[src/rtl/codes_pkg.sv]
// Shared types and constants for the 100-bit even-parity receive path.
package codes_pkg;

  typedef enum logic {
    RECV = 1'b0,
    SEND = 1'b1
  } state_e;

  // Parity bit that makes the XOR of data and parity come out even.
  localparam logic EVEN_PARITY = 1'b0;

  function automatic int calc_nbeats(input int nbits, input int chunk);
    return nbits / chunk;
  endfunction

  function automatic int cnt_width(input int n);
    return (n > 1) ? $clog2(n) : 1;
  endfunction

endpackage

[src/rtl/seq_codes_100b_parity_check_if.sv]
// Beat-in / word-out stream bundle between the link deserializer and the wide consumer.
interface seq_codes_100b_parity_check_if #(
  parameter int NBITS = 100,
  parameter int CHUNK = 10
);

  logic             in_val;
  logic             in_rdy;
  logic [CHUNK-1:0] in_data;
  logic             in_par;
  logic             out_val;
  logic             out_rdy;
  logic [NBITS-1:0] out_data;
  logic             out_err;

  modport master (
    output in_val, in_data, in_par, out_rdy,
    input  in_rdy, out_val, out_data, out_err
  );

  modport slave (
    input  in_val, in_data, in_par, out_rdy,
    output in_rdy, out_val, out_data, out_err
  );

endinterface

[src/rtl/seq_codes_100b_parity_check_parity_accum.sv]
// Running XOR register: accumulates one parity bit per beat, clear wins over load.
module parity_accum (
  input  logic clk,
  input  logic reset_n,
  input  logic clear,
  input  logic load,
  input  logic bit_in,
  output logic par
);

  always_ff @(posedge clk or negedge reset_n) begin
    if (!reset_n) begin
      par <= 1'b0;
    end else if (clear) begin
      par <= 1'b0;
    end else if (load) begin
      par <= par ^ bit_in;
    end
  end

endmodule

[src/rtl/seq_codes_100b_parity_check.sv]
// Reassembles NBITS-wide words from CHUNK-wide beats, checks even parity and
// keeps a saturating count of errored words handed to the consumer.
module seq_codes_100b_parity_check
  import codes_pkg::*;
#(
  parameter int NBITS = 100,
  parameter int CHUNK = 10,
  parameter int CNTW  = 8
) (
  input  logic                 clk,
  input  logic                 reset_n,
  seq_codes_100b_parity_check_if.slave bus,
  output logic [CNTW-1:0]      err_count,
  input  logic                 err_clear
);

  // NBITS must be a multiple of CHUNK with at least two beats per word.
  localparam int              NBEATS    = calc_nbeats(NBITS, CHUNK);
  localparam int              BW        = cnt_width(NBEATS);
  localparam logic [BW-1:0]   LAST_BEAT = BW'(NBEATS - 1);
  localparam logic [CNTW-1:0] CNT_MAX   = '1;

  state_e               state_q;
  logic [BW-1:0]        beat_q;
  logic                 in_rdy_q;
  logic                 out_val_q;
  logic                 out_err_q;
  logic [NBITS-1:0]     out_data_q;
  logic [NBITS-CHUNK-1:0] word_q;

  logic                 accept;
  logic                 last_beat;
  logic                 chunk_par;
  logic                 run_par;
  logic                 word_err;
  logic                 handshake;
  logic [CNTW-1:0]      cnt_base;
  logic [CNTW-1:0]      cnt_next;

  assign accept    = bus.in_val & in_rdy_q;
  assign last_beat = (beat_q == LAST_BEAT);
  assign chunk_par = ^bus.in_data;
  assign word_err  = run_par ^ chunk_par ^ bus.in_par ^ EVEN_PARITY;
  assign handshake = out_val_q & bus.out_rdy;

  parity_accum u_parity_accum (
    .clk    (clk),
    .reset_n(reset_n),
    .clear  (accept & last_beat),
    .load   (accept),
    .bit_in (chunk_par),
    .par    (run_par)
  );

  // The final beat goes straight into out_data, so only the lower beats are buffered.
  // NOTE: this buffer has no reset on purpose; every slice is written before it is
  // read, and the beat counter reset is what discards a partial word.
  always_ff @(posedge clk) begin
    for (int i = 0; i < NBEATS - 1; i++) begin
      if (accept && beat_q == BW'(i)) begin
        word_q[i*CHUNK +: CHUNK] <= bus.in_data;
      end
    end
  end

  // Clear is applied first so a coincident errored handshake still lands as 1.
  // NOTE: every always_comb output gets a default first so no latch is inferred.
  always_comb begin
    cnt_base = err_clear ? '0 : err_count;
    cnt_next = cnt_base;
    if (handshake && out_err_q && cnt_base != CNT_MAX) begin
      cnt_next = cnt_base + CNTW'(1);
    end
  end

  // NOTE: all state here uses non-blocking assignments so every register samples
  // the pre-edge values regardless of statement order.
  always_ff @(posedge clk or negedge reset_n) begin
    if (!reset_n) begin
      state_q    <= RECV;
      beat_q     <= '0;
      in_rdy_q   <= 1'b1;
      out_val_q  <= 1'b0;
      out_err_q  <= 1'b0;
      out_data_q <= '0;
      err_count  <= '0;
    end else begin
      err_count <= cnt_next;
      unique case (state_q)
        RECV: begin
          if (accept) begin
            if (last_beat) begin
              out_data_q <= {bus.in_data, word_q};
              out_err_q  <= word_err;
              beat_q     <= '0;
              in_rdy_q   <= 1'b0;
              out_val_q  <= 1'b1;
              state_q    <= SEND;
            end else begin
              beat_q <= beat_q + BW'(1);
            end
          end
        end
        SEND: begin
          if (bus.out_rdy) begin
            in_rdy_q  <= 1'b1;
            out_val_q <= 1'b0;
            state_q   <= RECV;
          end
        end
      endcase
    end
  end

  assign bus.in_rdy   = in_rdy_q;
  assign bus.out_val  = out_val_q;
  assign bus.out_data = out_data_q;
  assign bus.out_err  = out_err_q;

endmodule

[src/flat_wrapper.sv]
// flat-port wrapper written by rule: the top's interface ports become plain ports
module seq_codes_100b_parity_check_flat import codes_pkg::*;
#(
  parameter int NBITS = 100,
  parameter int CHUNK = 10,
  parameter int CNTW  = 8
)
  (clk, reset_n, err_count, err_clear, bus_in_val, bus_in_data, bus_in_par, bus_out_rdy, bus_in_rdy, bus_out_val, bus_out_data, bus_out_err);
  seq_codes_100b_parity_check_if #(.NBITS(NBITS), .CHUNK(CHUNK)) bus_i ();
  input  logic clk;
  input  logic reset_n;
  output logic [CNTW-1:0] err_count;
  input  logic err_clear;
  input wire logic [$bits(bus_i.in_val)-1:0] bus_in_val;
  input wire logic [$bits(bus_i.in_data)-1:0] bus_in_data;
  input wire logic [$bits(bus_i.in_par)-1:0] bus_in_par;
  input wire logic [$bits(bus_i.out_rdy)-1:0] bus_out_rdy;
  output wire logic [$bits(bus_i.in_rdy)-1:0] bus_in_rdy;
  output wire logic [$bits(bus_i.out_val)-1:0] bus_out_val;
  output wire logic [$bits(bus_i.out_data)-1:0] bus_out_data;
  output wire logic [$bits(bus_i.out_err)-1:0] bus_out_err;
  assign bus_i.in_val = bus_in_val;
  assign bus_i.in_data = bus_in_data;
  assign bus_i.in_par = bus_in_par;
  assign bus_i.out_rdy = bus_out_rdy;
  assign bus_in_rdy = bus_i.in_rdy;
  assign bus_out_val = bus_i.out_val;
  assign bus_out_data = bus_i.out_data;
  assign bus_out_err = bus_i.out_err;
  seq_codes_100b_parity_check #(.NBITS(NBITS), .CHUNK(CHUNK), .CNTW(CNTW)) u_core (.clk(clk), .reset_n(reset_n), .bus(bus_i), .err_count(err_count), .err_clear(err_clear));
endmodule
[config.mk]
export PLATFORM = sky130hd
export DESIGN_NAME = seq_codes_100b_parity_check_flat
export DESIGN_NICKNAME = d
export VERILOG_FILES = /design/src/rtl/codes_pkg.sv /design/src/rtl/seq_codes_100b_parity_check_if.sv /design/src/rtl/seq_codes_100b_parity_check_parity_accum.sv /design/src/rtl/seq_codes_100b_parity_check.sv /design/src/flat_wrapper.sv
export SDC_FILE = /design/constraint.sdc
export NUM_CORES = 1
export LEC_CHECK = 0
export ABC_CLOCK_PERIOD_IN_PS = 3450
export CORE_UTILIZATION = 56
export CTS_BUF_LIST = sky130_fd_sc_hd__clkbuf_16
export DETAILED_ROUTE_END_ITERATION = 8
export PLACE_DENSITY = 0.92
export SLEW_MARGIN = 0
export SYNTH_ARGS = -nofsm -noshare
export SYNTH_HDL_FRONTEND = slang
export SYNTH_SLANG_ARGS = --single-unit
[constraint.sdc]
create_clock -name clk -period 3.45 [get_ports clk]
set_clock_uncertainty 0.05 [all_clocks]
set_input_delay 0.69 -clock clk [delete_from_list [all_inputs] [get_ports clk]]
set_output_delay 0.69 -clock clk [all_outputs]
set_load 0.1 [all_outputs]
==> impl_results.md, run 1 <==
- Status: completed
- Leakage power: around 4.2 nW
- Clock Tree Buf Depth: 3
- Leading cell types in the layout, fill and taps excluded: dfrtp_1 (116), mux2_2 (96), edfxtp_1 (90)
- Tot GR Track Use: 22.7%
- # setup viols final: 0
- Critical path, cell by cell: clkdlybuf4s50_1
- Global-route wire length before repair: 22.9 mm
- Critical path depth: 1
- Final HPWL DP: a little under 10 mm
- Total Routed Length: 14.8 mm
- Die Ht: 117 um
- Post-Synth XOR/XNOR Area: approximately 2.1%
- Seq cells post-synth: around 210
- CTS Hold Buffers Added: 0
- Top Family by Delay on Critical Path: buffers and inverters
- Syn Std Cell Area: 7410 sq um
- Setup Buffers After CTS: 0
- Max_slew headroom: 32.2%
- Endpoints failing hold: 0
- Synth Area in Compound Gates: under 10%
- Post-synth cell types: 36
- HP Class: in -> async
- Placement row count: 41
- Root Buffer: clkbuf_16
- CP Max Fanout: 2
- Largest family of logic cells by synthesized area: multiplexers
- Ys Warns: 0
- Vias in the first global route: 4221
- Core area: 12800 sq um
- Slew Viols, Final: 0
- Final TNS setup: 0 ns
- Synth Flop Type: dfrtp_1
- Required time worst endpoint: between 2 and 3 ns
- Die Width: 117 um
- CTS tree: done
- Layout cells sized above 1: between 30% and 40%
- 1st-iter DRT viols: 262
- # diodes: 0
- Final Power: ~5 mW
- VDD IR max: 0.345 mV
- Initial core utilization: slightly below 60%
- Critical-path top delay cell: clkdlybuf4s50_1
- Top-Level Pins: 127
- Post-route ant nets: 0
- Post-Synth Simple-Gate Area: 3.76%
- Largest net degree at the start of global routing: 77
- WP buf/inv: 1
- Post-layout minimum cycle time: 2.76 ns
- Startpoint Class: flop
- PortBufs: 126
- Final period utilization: roughly four fifths
- Syn nets: around 420
- Global route overflow: 0
- Clock Latency Late Sink: 0.47 ns
- Worst reg-to-reg path cell count: 4
- Cell Pwr Density: roughly 510 nW/um^2
- Number of max-cap violations: 0
- Max Freq: 363 MHz
- Via count: 3991
- Clock sink total: 207
- Multiplexer share of the synthesized area: 15.5%
- WS Path Type: reg -> out
- Sequential Area: approximately 5600 sq um
- Die area: 13700 sq um
- Worst-Margin Slew: 1.01 ns
- FFs w/ async S/R, synth: 56.5%
- Number of H-tree levels: 1
- RSZ-0062 raised after global routing: false
- Number of fill cells: 718
- Multi-input combinational cell area: roughly 1700 sq um
- Critical path data arrival time: 2.02 ns
- Cell count after synthesis: 406
- Area Overhead vs Synth: 28.7%
- CTS-repair resized insts: 0
- Routability Congestion: roughly 0.8
- Vias/cell: between 5 and 6
- Post-synth EDFFs: 90
- Wire per inst: 19.8 um
- Adder-cell area share of the yosys netlist: 0%
- Initial antenna violation count: 0
- Seq/Total Area, Yosys: 76.0%
- Clk slew on worst S/H paths: 0.07 ns
- Commonest non-fill, non-tap cell in the layout: dfrtp_1
- DRC viols: 0
- Crit path largest cell delay: 1.18 ns
- Cts bufs inserted: 20
- Average cell area after synthesis: 18.3 sq um
- Nets: 578
- Crit end category: output pin
- DR pass1 iterations: 4
## state kept, by name, summed over array words and instances (netlist names)
signal / count
u_core.bus.out_err: 1
u_core.err_count: 8
u_core.bus.in_rdy: 1
u_core.bus.out_val: 1
u_core.word_q: 90
u_core.state_q: 1
u_core.beat_q: 4
u_core.bus.out_data: 100
u_core.u_parity_accum.par: 1
## synthesized netlist by cell type, types with 2 or more instances
| cell type | instances | share of area (%) |
|---|---|---|
| mux2_2 | 96 | 15 |
| buf_2 | 5 | 0.34 |
| xnor2_1 | 8 | 0.95 |
| mux2_1 | 5 | 0.76 |
| and3b_1 | 2 | 0.24 |
| a21oi_1 | 3 | 0.20 |
| xor2_1 | 5 | 0.59 |
| nand3_1 | 4 | 0.27 |
| a21o_1 | 3 | 0.30 |
| nand2_1 | 12 | 0.61 |
| edfxtp_1 | 90 | 36 |
| nor3_1 | 5 | 0.34 |
| buf_6 | 6 | 0.91 |
| and3_1 | 2 | 0.17 |
| nand2b_1 | 3 | 0.25 |
| nor2_1 | 16 | 0.81 |
| dfrtp_1 | 116 | 39 |
| o21ai_0 | 2 | 0.14 |
| clkbuf_1 | 2 | 0.10 |
| inv_1 | 2 | 0.10 |
| nor2b_1 | 4 | 0.34 |
## final cells by class
class,instances,area share (%)
tap,172,2.26
timing repair buffer,148,14.0
multi-input combinational,183,17.6
clock inverter,15,1.51
inverter,2,0.0787
sequential,207,59.1
clock buffer,21,5.51
## routing by layer
metal  track usage [%]  wire, um  up-vias
met5                 0         0        -
met4              5.82       267        0
met3              4.33       640       25
met2              38.0      7480      122
met1              31.2      6420     2058
li1                  -         -     1786
## logic make-up after synthesis
kind of cell    count (synthesis)
compound gates                 12
simple gates                   54
buf+inv                        16
xor+xnor                       15
mux                           102
flops                         207
## worst register-to-register path, stage by stage (launching register included)
cell	delay [ns]
dfrtp_1	0.50
nand2b_1	0.31
nor4_4	0.34
buf_12	0.37
mux2_2	0.46
## report_power, final
group	switching [mW]	internal (mW)
logic	0.0778	0.0490
clock network	0.853	1.32
registers	0.0000000000000000272	2.57
## path summary, 6_finish.rpt
kind / startpoint / end / slack [ns]
worst min-delay path: reset_n / u_core.bus.out_data[38] / 0.16
worst min register to register: u_core.word_q[86] / u_core.bus.out_data[86] / 0.42
min in group clk: u_core.word_q[86] / u_core.bus.out_data[86] / 0.42
max in group asynchronous: reset_n / u_core.bus.out_data[56] / 2.38
worst max-delay path: u_core.bus.out_data[83] / bus_out_data[83] / 0.69
worst max register to register: u_core.beat_q[1] / u_core.bus.out_data[94] / 1.30
## stage by stage
stage / std cells / hold slack [ns] / setup WS (ns) / instance area [sq um] / util (%)
after floorplan: 406 / 0.344 / 0.742 / 7410 / -
after global placement: 712 / 0.400 / 0.759 / 8870 / 69.4
after detailed placement: 712 / 0.412 / 0.721 / 8870 / 69.4
after CTS: 748 / 0.180 / 0.671 / 9540 / 74.6
after global routing: 748 / 0.194 / 0.657 / 9540 / 74.6
final: 748 / 0.158 / 0.692 / 9540 / 74.6
Power figures use the tool's default switching activity.
==> inputs of run 2 (changes only) <==
- ABC_CLOCK_PERIOD_IN_PS: 3450 -> 2400
- CORE_UTILIZATION: 56 -> 47
- PLACE_DENSITY: 0.92 -> 0.83
- clock period: 3.45 -> 2.4 ns (I/O delays scaled with it)
==> impl_results.md, run 2 (synthesis results as in run 1) <==
- PortBufs: 126 (unchanged)
- Required time worst endpoint: 2.72 ns (was 2.71 ns)
- Tot GR Track Use: 20.3% (was 22.7%)
- # setup viols final: 0 (unchanged)
- Post-layout minimum cycle time: 2.23 ns
- Critical-path top delay cell: xnor2_1 (was clkdlybuf4s50_1)
- Final TNS setup: 0 ns (unchanged)
- Largest net degree at the start of global routing: 50 (was 77)
- Global route overflow: 0 (unchanged)
- Pre-CTS setup slack: -0.316 ns (was 0.721 ns)
- Crit path largest cell delay: 0.55 ns (was 1.18 ns)
- Layout cells sized above 1: 46.6% (was 34.5%)
- Initial core utilization: 48.4% (was 58.0%)
- Worst-Margin Slew: 0.665 ns (was 1.01 ns)
- Critical path data arrival time: 2.55 ns (was 2.02 ns)
- Multi-input combinational cell area: 1680 sq um (about the same)
- 1st-iter DRT viols: 219 (was 262)
- Core area: 15300 sq um (was 12800 sq um)
- Number of max-cap violations: 0 (unchanged)
- Largest register FFs: 100 (unchanged)
- Placement row count: 45 (was 41)
- Critical path, cell by cell: clkdlybuf4s50_1 -> xnor2_1 -> xnor2_1 -> buf_4 -> xnor2_2 -> xnor3_1 -> mux2_4 (was clkdlybuf4s50_1)
- Nets: 592 (was 578)
- HP Class: in -> async (unchanged)
- Crit end category: flop (was output pin)
- Clock Latency Late Sink: 0.48 ns (was 0.47 ns)
- Clock Tree Buf Depth: 3 (unchanged)
- Post-route cell area: 9550 sq um (was 9540 sq um)
- Violated checks: hold timing
- Post-route setup slack: 0.167 ns (was 0.692 ns)
- Root Buffer: clkbuf_16 (unchanged)
- Max_slew headroom: 55.7% (was 32.2%)
- VDD IR max: 0.453 mV (was 0.345 mV)
- Number of fill cells: 1143 (was 718)
- CP Max Fanout: 2 (unchanged)
- Status: finished, violations left (was completed)
- Die Width: 128 um (was 117 um)
- WS Path Type: in -> reg (was reg -> out)
- RSZ-0062 raised after global routing: false (unchanged)
- Sequential Area: 5630 sq um (unchanged)
- Max Freq: 448 MHz
- Post-route ant nets: 0 (unchanged)
- CTS Hold Buffers Added: 0 (unchanged)
- Routability Congestion: 0.816 (was 0.800)
- GR peak layer: met2 (unchanged)
- Cts bufs inserted: 21 (was 20)
- Final period utilization: roughly 93%
- Most used cell, CP: xnor2_1
- DRC viols: 0 (unchanged)
- Startpoint Class: input pin (was flop)
- Leakage power: 4.41 nW (was 4.20 nW)
- Global-route wire length before repair: 24.5 mm (was 22.9 mm)
- Number of H-tree levels: 1 (unchanged)
- M2 GR Usage: 34.2% (was 38.0%)
- # diodes: 0 (unchanged)
- Leading cell types in the layout, fill and taps excluded: buf_4 (141), dfrtp_1 (116), mux2_2 (96) (was dfrtp_1 (116), mux2_2 (96), edfxtp_1 (90))
- GR Util met3: 3.69% (was 4.33%)
- Clk slew on worst S/H paths: 0.06 ns (was 0.07 ns)
- Top-Level Pins: 127 (unchanged)
- Area Overhead vs Synth: 28.9% (was 28.7%)
- Vias in the first global route: 4278 (was 4221)
- Die Ht: 128 um (was 117 um)
- CTS-repair resized insts: 0 (unchanged)
- DP Area: 8900 sq um (was 8870 sq um)
- CTS tree: done (unchanged)
- Via count: 4054 (was 3991)
- Hold slack: -0.0125 ns (was 0.158 ns)
- DR pass1 iterations: 4 (unchanged)
- Setup Buffers After CTS: 0 (unchanged)
- Met1 usage: 27.2% (was 31.2%)
- Final HPWL DP: 10.4 mm (was 9.69 mm)
- Cell Pwr Density: 730 nW/um^2 (was 512 nW/um^2)
- Initial antenna violation count: 1 (was 0)
- Slew Viols, Final: 0 (unchanged)
- Vias/cell: 5.06 (was 5.34)
- Total Routed Length: 15.7 mm (was 14.8 mm)
- Endpoints failing hold: 17 (was 0)
- Clock sink total: 207 (unchanged)
- Wire per inst: 19.7 um (was 19.8 um)
- Die area: 16300 sq um (was 13700 sq um)
- Commonest non-fill, non-tap cell in the layout: buf_4 (was dfrtp_1)
-- run 2: cell types whose count changed in the layout (fill, tap and decap cells not counted) --
cell	before	now
buf_12	2	6
nor3_2	1	2
inv_8	0	1
bufinv_16	3	2
buf_4	66	141
clkinv_2	4	1
nor3_1	4	3
clkinvlp_4	1	0
clkdlybuf4s50_1	80	14
clkinv_1	4	6
inv_1	5	8
-- run 2: final cells by class --
type | instances | share of cell area (%)
Multi-Input combinational cell | 183 | 17.6
Clock inverter | 16 | 1.27
Timing Repair Buffer | 161 | 13.8
Tap cell | 211 | 2.76
Clock buffer | 21 | 5.50
Inverter | 2 | 0.0786
Sequential cell | 207 | 59.0
-- run 2: report_power, final --
group	switching, mW	internal (mW)	total (mW)
clock	1.26	1.80	3.06
sequential	0.0000000000000000364	3.70	3.70
combinational	0.126	0.0849	0.211
total	1.38	5.59	6.97
-- run 2: metrics by stage --
| stage | power [mW] | std cells | hold slack, ns | util [%] |
|---|---|---|---|---|
| after detailed placement | 3.99 | 764 | 0.405 | 58.1 |
| after global placement | 3.98 | 764 | 0.397 | 58.1 |
| after global routing | 7.19 | 801 | 0.0339 | 62.4 |
| after floorplan | 3.83 | 406 | 0.134 | - |
| after CTS | 7.04 | 801 | 0.00147 | 62.4 |
| final | 6.97 | 801 | -0.0125 | 62.4 |
-- run 2: worst max-delay path: cells and delay by family --
family,cells,cell delay (ns)
buf+inv,2,0.60
xor+xnor,4,1.20
mux,1,0.26
-- run 2: final timing paths --
check                             startpoint  slack, ns                      end  depth (start not counted)
hold reg to reg            u_core.word_q[27]       0.41  u_core.bus.out_data[27]                          1
max in group asynchronous            reset_n       1.56  u_core.bus.out_data[13]                          2
setup / recovery              bus_in_data[3]       0.17       u_core.bus.out_err                          7
hold / removal                       reset_n      -0.01  u_core.bus.out_data[66]                          1
setup reg to reg            u_core.beat_q[1]       0.28  u_core.bus.out_data[72]                          4
min in group clk           u_core.word_q[27]       0.41  u_core.bus.out_data[27]                          1
-- run 2: routing by layer --
layer	share of wire (%)	routed length [um]
met4	1.9	297
met3	5.9	931
met5	0	0
met2	50	7850
met1	42	6660
==> inputs of run 3 (changes only) <==
- ABC_CLOCK_PERIOD_IN_PS: 2400 -> 2600
- CORE_UTILIZATION: 47 -> 56
- CTS_CLUSTER_SIZE: default -> 12
- PLACE_DENSITY: 0.83 -> 0.92
- REMOVE_ABC_BUFFERS: default -> 1
- clock period: 2.4 -> 2.6 ns (I/O delays scaled with it)
==> impl_results.md, run 3 (synthesis results as in run 1) <==
- Final Util: 74.1% (was 62.4%)
- Die Width: 117 um (was 128 um)
- Global-route wire length before repair: 23.4 mm (was 24.5 mm)
- Die Ht: 117 um (was 128 um)
- Area Overhead vs Synth: 27.8% (was 28.9%)
- DR pass1 iterations: 4 (unchanged)
- CTS Hold Buffers Added: 1 (was 0)
- Layout cells sized above 1: 46.6% (about the same)
- Endpoints failing hold: 0 (was 17)
- Commonest non-fill, non-tap cell in the layout: buf_4 (unchanged)
- # diodes: 0 (unchanged)
- Nets: 598 (was 592)
- Vias in the first global route: 4217 (was 4278)
- Status: completed (was finished, violations left)
- Crit end category: flop (unchanged)
- CTS tree: done (unchanged)
- Slew Viols, Final: 0 (unchanged)
- Final Power: 6.18 mW (was 6.97 mW)
- Worst-Margin Slew: 0.614 ns (was 0.665 ns)
- Clock Tree Buf Depth: 3 (unchanged)
- CP Max Fanout: 61 (was 2)
- Cts bufs inserted: 21 (unchanged)
- DRC viols: 0 (unchanged)
- Vias/cell: 5.33 (was 5.06)
- Clock Latency Late Sink: 0.48 ns (about the same)
- Global route overflow: 0 (unchanged)
- Largest net degree at the start of global routing: 62 (was 50)
- Critical path data arrival time: 2.43 ns (was 2.55 ns)
- Clk slew on worst S/H paths: 0.06 ns (about the same)
- HP Class: reg -> reg (was in -> async)
- Final period utilization: approximately four fifths
- RSZ-0062 raised after global routing: false (unchanged)
- Leading cell types in the layout, fill and taps excluded: buf_4 (148), dfrtp_1 (116), mux2_2 (96) (was buf_4 (141), dfrtp_1 (116), mux2_2 (96))
- 1st-iter DRT viols: 218 (was 219)
- Root Buffer: clkbuf_16 (unchanged)
- Hold slack: 0.410 ns (was -0.0125 ns)
- Tot GR Track Use: 23.6% (was 20.3%)
- Via count: 4090 (was 4054)
- Die area: 13700 sq um (was 16300 sq um)
- Post-route ant nets: 0 (unchanged)
- Final HPWL DP: 10.4 mm (about the same)
- Required time worst endpoint: 2.90 ns (was 2.72 ns)
- Post-layout minimum cycle time: roughly 2.1 ns
- Final TNS setup: 0 ns (unchanged)
- Clock sink total: 207 (unchanged)
- VDD IR max: 0.418 mV (was 0.453 mV)
- Total Routed Length: 15.5 mm (was 15.7 mm)
- Core area: 12800 sq um (was 15300 sq um)
- DP Area: 8870 sq um (was 8900 sq um)
- Initial antenna violation count: 0 (was 1)
- Max Freq: between 400 and 500 MHz
- Routability Congestion: 0.812 (was 0.816)
- Cell Pwr Density: 653 nW/um^2 (was 730 nW/um^2)
- Largest register FFs: 100 (unchanged)
- Post-route cell area: 9470 sq um (was 9550 sq um)
- Max_slew headroom: 59.0% (was 55.7%)
- Setup Buffers After CTS: 0 (unchanged)
- Cells after DPL: 730 (was 764)
- Initial core utilization: 58.0% (was 48.4%)
- WS Path Type: reg -> reg (was in -> reg)
- Startpoint Class: flop (was input pin)
- Number of H-tree levels: 1 (unchanged)
- Post-Layout Cell Count: 768 (was 801)
- Top-Level Pins: 127 (unchanged)
- Pre-CTS setup slack: 0.0661 ns (was -0.316 ns)
- Post-route setup slack: 0.479 ns (was 0.167 ns)
- PortBufs: 126 (unchanged)
- Register-to-register setup slack: 0.48 ns (was 0.28 ns)
- Number of max-cap violations: 0 (unchanged)
- # setup viols final: 0 (unchanged)
- Placement row count: 41 (was 45)
- Wire per inst: 20.2 um (was 19.7 um)
- Leakage power: 4.44 nW (was 4.41 nW)
- CTS-repair resized insts: 0 (unchanged)
run 3: changes by cell type in the layout (fill, tap and decap cells not counted), sizes merged:
cell         delta
inv             +6
dlygate4sd3     +1
bufinv          -2
buf             +5
clkinv          -4
run 3: worst max-delay path, cell delays in order (launching register included):
cell	delay (ns)
dfrtp_1	0.51
nand2b_1	0.30
nor4_4	0.32
buf_12	0.34
mux2_2	0.41
run 3: final cells by class:
class,count,area [sq um]
multi-input combinational,183,1680
tap,172,215
clock buffer,21,526
clock inverter,16,66.3
sequential,207,5630
fill,766,3310
timing repair buffer,167,1340
inverter,2,7.51
run 3: power breakdown:
group                 switching (mW)  total (mW)  leakage [nW]  internal [mW]
sequential     0.0000000000000000433        3.42          2.44           3.42
combinational                 0.0982       0.172          1.66         0.0735
clock                           1.14        2.60         0.334           1.46
run 3: path summary, 6_finish.rpt:
check / from / endpoint / cells past startpoint
setup / recovery: u_core.beat_q[1] / u_core.bus.out_data[0] / 4
hold / removal: u_core.word_q[86] / u_core.bus.out_data[86] / 1
setup reg to reg: u_core.beat_q[1] / u_core.bus.out_data[0] / 4
hold reg to reg: u_core.word_q[86] / u_core.bus.out_data[86] / 1
max in group asynchronous: reset_n / u_core.bus.out_data[79] / 3
min in group asynchronous: reset_n / u_core.bus.out_data[99] / 2
run 3: per-layer routing:
metal / part of all wire, % / vias to the layer above / GRT usage [%]
met3: 5.5 / 29 / 4.38
met2: 51 / 142 / 40.2
met4: 2.0 / 0 / 7.51
li1: - / 1833 / -
met5: 0 / - / 0
met1: 41 / 2086 / 31.2
